[config.mk]
export PLATFORM = sky130hd
export DESIGN_NAME = data_cache
export DESIGN_NICKNAME = d
export VERILOG_FILES = /design/src/rtl/data_cache.sv
export SDC_FILE = /design/constraint.sdc
export NUM_CORES = 2
export LEC_CHECK = 0
export ABC_AREA = 1
export CORE_MARGIN = 3
export CORE_UTILIZATION = 41
export CTS_BUF_LIST = sky130_fd_sc_hd__clkbuf_8 sky130_fd_sc_hd__clkbuf_16
export DETAILED_ROUTE_END_ITERATION = 12
export MAX_ROUTING_LAYER = met4
export PLACE_DENSITY = 0.65
export SLEW_MARGIN = 0
export SYNTH_ARGS = -nofsm -noshare
export SYNTH_HDL_FRONTEND = slang
export SYNTH_SLANG_ARGS = --single-unit
[constraint.sdc]
create_clock -name clock -period 5.3 [get_ports clock]
set_input_delay 1.59 -clock clock [delete_from_list [all_inputs] [get_ports clock]]
set_output_delay 1.59 -clock clock [all_outputs]
set_load 0.01 [all_outputs]
[src/rtl/data_cache.sv]
// Direct-mapped, write-through, no-write-allocate data cache with 4-word lines.
// Misses fill a whole line over a req/ack word port. Every store is also written through that port.
module data_cache #(
  parameter int INDEX_BITS = 4,
  parameter int DATA_WIDTH = 32
) (
  input  logic                  clock,
  input  logic                  reset,
  input  logic [31:0]           address,
  input  logic [DATA_WIDTH-1:0] writeData,
  input  logic                  memReadFlag,
  input  logic                  memWriteFlag,
  output logic [DATA_WIDTH-1:0] readData,
  output logic                  stall,
  output logic                  memReq,
  output logic                  memWe,
  output logic [31:0]           memAddr,
  output logic [DATA_WIDTH-1:0] memWData,
  input  logic [DATA_WIDTH-1:0] memRData,
  input  logic                  memAck
);

  localparam int LINES    = 1 << INDEX_BITS;
  localparam int TAG_BITS = 28 - INDEX_BITS;

  localparam logic [1:0] IDLE  = 2'd0;
  localparam logic [1:0] FILL  = 2'd1;
  localparam logic [1:0] WRITE = 2'd2;
  localparam logic [1:0] WDONE = 2'd3;

  logic [1:0]            state;
  logic [1:0]            beatCount;
  logic [LINES-1:0]      validBits;
  logic [TAG_BITS-1:0]   tagArray  [LINES];
  logic [DATA_WIDTH-1:0] dataArray [LINES][4];

  logic [INDEX_BITS-1:0] lineIndex;
  logic [1:0]            wordSel;
  logic [TAG_BITS-1:0]   addrTag;
  logic                  hit;
  logic                  unusedByteOffset;

  assign wordSel          = address[3:2];
  assign lineIndex        = address[3+INDEX_BITS:4];
  assign addrTag          = address[31:4+INDEX_BITS];
  assign unusedByteOffset = ^address[1:0];
  assign hit              = validBits[lineIndex] && (tagArray[lineIndex] == addrTag);

  always_comb begin
    stall = 1'b0;
    case (state)
      IDLE:        stall = memWriteFlag || (memReadFlag && !hit);
      FILL, WRITE: stall = 1'b1;
      default:     stall = 1'b0;
    endcase
  end

  assign readData = (memReadFlag && !stall) ? dataArray[lineIndex][wordSel] : '0;

  // The requester holds the address stable, so index and tag come straight from it in every state.
  always_ff @(posedge clock) begin
    if (reset) begin
      state     <= IDLE;
      beatCount <= 2'd0;
      validBits <= '0;
      memReq    <= 1'b0;
      memWe     <= 1'b0;
      memAddr   <= '0;
      memWData  <= '0;
    end else begin
      case (state)
        IDLE: begin
          if (memWriteFlag) begin
            state    <= WRITE;
            memAddr  <= {address[31:2], 2'b00};
            memWData <= writeData;
            memReq   <= 1'b1;
            memWe    <= 1'b1;
          end else if (memReadFlag && !hit) begin
            state                <= FILL;
            memAddr              <= {address[31:4], 4'b0000};
            beatCount            <= 2'd0;
            memReq               <= 1'b1;
            memWe                <= 1'b0;
            validBits[lineIndex] <= 1'b0;
          end
        end
        FILL: begin
          if (memAck) begin
            beatCount <= beatCount + 2'd1;
            memAddr   <= memAddr + 32'd4;
            if (beatCount == 2'd3) begin
              validBits[lineIndex] <= 1'b1;
              memReq               <= 1'b0;
              state                <= IDLE;
            end
          end
        end
        WRITE: begin
          if (memAck) begin
            memReq <= 1'b0;
            memWe  <= 1'b0;
            state  <= WDONE;
          end
        end
        default: state <= IDLE;
      endcase
    end
  end

  // Tag and data arrays carry no reset; a line becomes usable only through its valid bit.
  always_ff @(posedge clock) begin
    if (!reset) begin
      if (state == FILL && memAck) begin
        dataArray[lineIndex][beatCount] <= memRData;
        if (beatCount == 2'd3) begin
          tagArray[lineIndex] <= addrTag;
        end
      end
      if (state == WRITE && memAck && hit) begin
        dataArray[lineIndex][wordSel] <= writeData;
      end
    end
  end

endmodule

After elaboration in Yosys (flattened, before gate mapping)
Memory sizes are Yosys's and may differ from the RTL's. Cells that the tools add are included.

Bits in registers: 86. Bits in latches: 0. Memory bits (writable): 2432. ROM bits: 0. Input port bits: 101. Output and inout port bits: 99. Word-level logic and storage cells: 363. Memories kept: 2.

Add/sub/neg operators: 2. Multiply operators: 0. Div/mod/pow operators: 0. $lt $le $gt $ge: 6. Eq/ne operators: 10. Shift-type cells: 0. Mux-type cells: 179. Bitwise gates (word level): 133. Reductions and logical operators: 24.

Memory list: dataArray (words 16, bits a word 128, read ports 1, clocked after memory_dff 0, write ports 1, line 35) `logic [DATA_WIDTH-1:0] dataArray [LINES][4];`; tagArray (words 16, bits a word 24, read ports 1, clocked after memory_dff 0, write ports 1, line 34) `logic [TAG_BITS-1:0] tagArray [LINES];`.

Operator list (number): 2-to-1 mux 128 bit (2); 2-to-1 mux 32 bit (8); 2-to-1 mux 1 bit (145); demux 32 bit (select 2 bit) (2); OR 1 bit (128); binary-select mux 32 bit (select 2 bit) (1); 2-to-1 mux 16 bit (4); one-hot mux 32 bit (2 select lines) (1); adder 32 x 3 -> 32 bit (second input constant) (1); one-hot mux 16 bit (2 select lines) (1); equality test 24 bit (1); bitwise AND 16 bit (1); 2-to-1 mux 2 bit (8); NOT 16 bit (1); OR 16 bit (1); inequality test 2 bit (second input constant) (5); AND reduction 5 bit (2); logical AND 1 bit (9); AND reduction 4 bit (2); greater-or-equal comparator 3 bit (second input constant) (2); < comparator 3 x 1 -> 1 bit (second input constant) (2); NOT 2 -> 3 bit (2); one-hot mux 2 bit (3 select lines) (1); AND reduction 3 bit (2); 18 further kinds (22).

Longest topological paths before layout
Depth in word-level cells: 10. Gate-level depth with buffers: 25. Depth with buffers taken out: 21.

Worst setup path after synthesis
Ideal clock, no wire load.

Kind: input to register. Start: input port address[5]. End: memory dataArray[0][0] (netlist bit), enable pin. Library setup time: 0.421 ns. Arrival: 4.895 ns. Data required time: 4.879 ns. Path slack: -0.016 ns. Stages: 21. Path buffers: 4. Cell sequence: buf_4 > inv_4 > buf_4 > buf_2 > nand2_1 > nand3_1 > nand2_1 > nand2_1 > nor2_1 > nand2_1 > nand2_1 > nor3b_1 > nand2_1 > nor2_1 > nand2_1 > nor2_4 > nand3_2 > nand2_1 > inv_2 > buf_2 > nor2_1.

Cells in the longest elaborated chain, start to end: 8. Elaborated cells between the ends (all ways): 10. Classes of those cells: eq/ne: 1; mux: 5; bitwise: 1; reduce/logical: 2; memory: 1.

RTL lines: start, declared (line 9) `input logic [31:0] address,`; memory (16 x 24 bit) or binary-select mux 1 bit (select 4 bit) (tied branches); equality test 24 bit or 2-to-1 mux 1 bit (tied branches) (line 47) `assign hit = validBits[lineIndex] && (tagArray[lineIndex] == addrTag);`; logical AND 1 bit (line 47); logical AND 1 bit (line 120) `if (state == WRITE && memAck && hit) begin`; 2-to-1 mux 1 bit (line 120); 2-to-1 mux 1 bit (line 113) `if (!reset) begin`; 2-to-1 mux 128 bit (not written as such) (line 121) `dataArray[lineIndex][wordSel] <= writeData;`; OR 1 bit (no line); end, declared (line 35).

Parallel ways exist; a longest one is shown, timed or not. The select of a mux whose other input is x is not followed.

Worst setup path after layout
Start: input port address[4]. End: output port readData[1].

Cells in the longest elaborated chain, start to end: 10. Elaborated cells between the ends (all ways): 16. Classes of those cells: eq/ne: 1; mux: 7; reduce/logical: 6; memory: 2.

RTL lines: memory (16 x 24 bit) or binary-select mux 1 bit (select 4 bit) (tied branches); equality test 24 bit or 2-to-1 mux 1 bit (tied branches) (line 47); logical AND 1 bit (line 47); logical NOT 1 bit (line 52) `IDLE: stall = memWriteFlag || (memReadFlag && !hit);`; logical AND 1 bit (line 52); logical OR 1 bit (line 52); one-hot mux 1 bit (2 select lines) (line 51) `case (state)`; logical NOT 1 bit (line 58) `assign readData = (memReadFlag && !stall) ? dataArray[lineIndex][wordSel] : '0;`; logical AND 1 bit (line 58); 2-to-1 mux 32 bit * (line 58); end, declared (line 13) `output logic [DATA_WIDTH-1:0] readData,`.

Every way passes the cells marked *; elsewhere a longest branch is shown, timed or not. The select of a mux whose other input is x is not followed.

==> metrics <==
flop-to-flop setup slack 1.66 ns; 1st-iter DRT viols 9521; worst slew margin relative to its limit 0.226; Synth Area in Adders 0.00118; First-pass DRT Iterations 6; Final setup violation count 33; maximum clock rate 0.171 GHz; post-detail-place hpwl 191000 um; compound-cell area share of the yosys netlist 0.120; TritonCTS clock tree built; peak supply drop 0.347 mV; Num CTS Buffers 231; status finished with violations; clock latency on the worst-skew pair 0.93 ns; sequential fraction of the synthesis area 0.781; most area-consuming cells after synthesis sky130_fd_sc_hd__edfxtp_1 76%, sky130_fd_sc_hd__o22ai_1 6.5%, sky130_fd_sc_hd__nand2_1 4.6%, sky130_fd_sc_hd__o21ai_0 3.0%, sky130_fd_sc_hd__dfxtp_1 1.8%; synthesized area per cell 14.2 um2; Final Hold Violating Endpoints 0; library cell with the largest summed area after synthesis sky130_fd_sc_hd__edfxtp_1; Async SR Flop Fraction 0; Via density 6.06; GR Util All Layers 0.269; data arrival time of the critical path 4.27 ns; violations in the final reports negative setup slack; standard cell with the maximum stage delay on the critical path sky130_fd_sc_hd__a41oi_1; global-route wire length before repair 450000 um; level count of the clock H-tree 4; post-CTS clock slew at the launch and capture registers of the worst setup and hold paths 0.06 ns; number of top-level pins 200; Routed Antenna Nets 0; core area 0.231 mm2; Power Density 364 mW/mm2; final critical-path required period 5.86 ns; Crit path required time 3.71 ns; logic depth of the worst register-to-register path 22; Area Growth Syn to Fin 24.5%; post-placement setup slack -1.49 ns; number of sinks handled by clock tree synthesis 2516; max-cap violations 0; Worst Min Path Start memWe; share of Yosys cell area claimed by the top area cell type 0.763; IO Port Bufs 195; final instance area 0.119 mm2; multiplexer area fraction after synthesis 0; Critical Setup Path Class input pin to output pin; instance count of the mapped netlist 6751; Die Area 0.239 mm2; post-detailed-route wirelength per cell 29.4 um; number of buffer and inverter stages on the critical path 8; fin cells 10849; synthesized-area fraction occupied by xor and xnor cells 0.00165; beginning of the worst register-to-register path tagArray[13][6]; die extent in y 489 um; Total Routed Length 319000 um; placed cell areas 0.109 mm2; post-placement cell count 10326; area of the mapped netlist 0.0957 mm2; worst-path maximum fanout 32; count of warnings emitted by yosys 0; CP max stage delay 0.27 ns; DRC Markers 0; simple-gate portion of the synthesized area 0.0696; most instantiated flip-flop cell in the synthesis netlist sky130_fd_sc_hd__edfxtp_1; Initial Utilization 0.414; cell-by-cell listing of the critical path buf_16, buf_16, nand2_8, buf_4, buf_12, buf_6, buf_4, o22ai_1, o21ai_0, a41oi_1, a21oi_1, buf_4, nand2_1, nor2_2, buf_2; root buf cell sky130_fd_sc_hd__clkbuf_16; count of unique library cells instantiated by Yosys 44; via count of the first global-routing pass 62941; startpoint type of the worst setup path input pin; worst slack on hold paths 0.488 ns; setup slack of the critical path after layout -0.558 ns; Top cell by count, worst path sky130_fd_sc_hd__buf_4; fraction of final layout cells with drive strength greater than 1 0.187; RD Place Congestion 0.891; horizontal die dimension 489 um; number of nets in the finished design 7729; Vias 65732; # rows 176; setup repair after global routing missed its margin yes; cell family with most CP delay buffers and inverters; leading cell type in the layout, fill and taps excluded sky130_fd_sc_hd__edfxtp_1; final total negative setup slack -16.62 ns; critical path capture point type output pin; final number of max-transition violations 0; Static Leak 40.4 nW; number of enable-type register cells in the synthesized netlist 2432; period utilisation layout 1.11; pin count of the biggest net entering global routing 65; Hold Path End memWe; total of flip-flops plus latches after synthesis 2516; antenna violations before repair 7; Least-Margin Pin Slew 1.16 ns; number of cells on the worst hold path 2; highest-count cells in the layout ignoring fill and taps 2432 x sky130_fd_sc_hd__edfxtp_1, 1139 x sky130_fd_sc_hd__nand2_1, 999 x sky130_fd_sc_hd__o22ai_1, 545 x sky130_fd_sc_hd__buf_4, 515 x sky130_fd_sc_hd__o21ai_0; Post-Route Skew 0.0856 ns; Critical R2R Capture dataArray[12][68]; maximum buffer depth of the clock tree 3; Hold Crit Class flop to flop; total congestion overflow 0; main combinational cell family by area after synthesis compound AO/OA/AOI/OAI gates
## stage by stage
step / power [mW] / util
after floorplan: 24.5 / -
after global placement: 26.7 / 0.472
after CTS: 43.3 / 0.514
after global routing: 44.5 / 0.516
after detailed placement: 26.8 / 0.472
final: 43.3 / 0.516
## layer usage
layer	share of wire	track usage	wire length (um)	vias to the layer above
met5	0	-	0	-
met1	0.37	0.347	118000	32565
met4	0.055	0.127	17600	0
met3	0.12	0.0620	39400	827
met2	0.45	0.405	145000	4577
li1	-	-	-	27763
## synth_stat cells, drive strengths merged, types with 2 or more instances
cell    count
buf       175
a41oi      67
nand2    1168
clkbuf    255
o21ai     701
a22oi      39
o22ai    1000
nor2      279
dfxtp      84
a2111o     10
clkinv      2
nand3      88
o21bai     10
a31oi       2
o31ai       2
or4         2
nand4      89
nor4        6
a21oi     117
nor3       21
ha          9
xor2       17
inv       168
edfxtp   2432
## cell families (layout without fill, tap and decap cells)
group           Yosys count  count (layout)
compound gates         1952            1952
xor+xnor                 18              18
fa+ha+maj                 9               9
buf+inv                 600            1664
flops                  2516            2516
other cells               1               9
simple gates           1655            1655
## tightest hold or removal path, cell delays in order (launching register included)
cell	delay (ns)
sky130_fd_sc_hd__dfxtp_1	0.33
sky130_fd_sc_hd__a21oi_1	0.04
sky130_fd_sc_hd__nor2_1	0.08
## cell type report
cell class / instances / area (um2)
Fill cell: 18692 / 112000
Sequential cell: 2516 / 74700
Multi-Input combinational cell: 3636 / 19600
Timing Repair Buffer: 1063 / 12700
Clock buffer: 236 / 5850
Tap cell: 3026 / 3790
Clock inverter: 194 / 1710
Inverter: 170 / 724
Antenna cell: 7 / 17.5
Timing Repair inverter: 1 / 8.76
## power breakdown
group / internal, mW / total [mW] / switching [mW] / leakage [nW]
Clock: 9.03 / 16.5 / 7.48 / 3.85
Combinational: 1.76 / 4.63 / 2.88 / 14.0
Sequential: 22.0 / 22.2 / 0.216 / 22.5
Total: 32.8 / 43.3 / 10.6 / 40.4
## timing repair
action                                 4_1_cts  5_1_grt
hold buffers                                 0        0
setup endpoints to repair                   33       33
pin swaps                                   72       34
gates cloned                                34        0
endpoints found under the hold margin        0        0
setup buffers                               44        9
resized for setup                          387       77
## worst max-delay path by stage
stage               cells past startpoint  startpoint  slack [ns]              end
floorplan                              21  address[5]       -0.02  dataArray[0][0]
detailed placement                     21  address[6]       -1.49     readData[15]
global placement                       23  address[6]       -1.48     readData[24]
finish                                 15  address[4]       -0.56      readData[1]
global route                           25  address[4]       -0.65     readData[20]
CTS                                    24  address[4]       -0.48     readData[30]
## sequential cells by signal, summed over array words and instances, names as in the netlist
name,flops
memAddr,30
memWe,1
validBits,16
memWData,32
state,2
dataArray,2048
beatCount,2
tagArray,384
memReq,1
(Power assumes the default switching activity.)
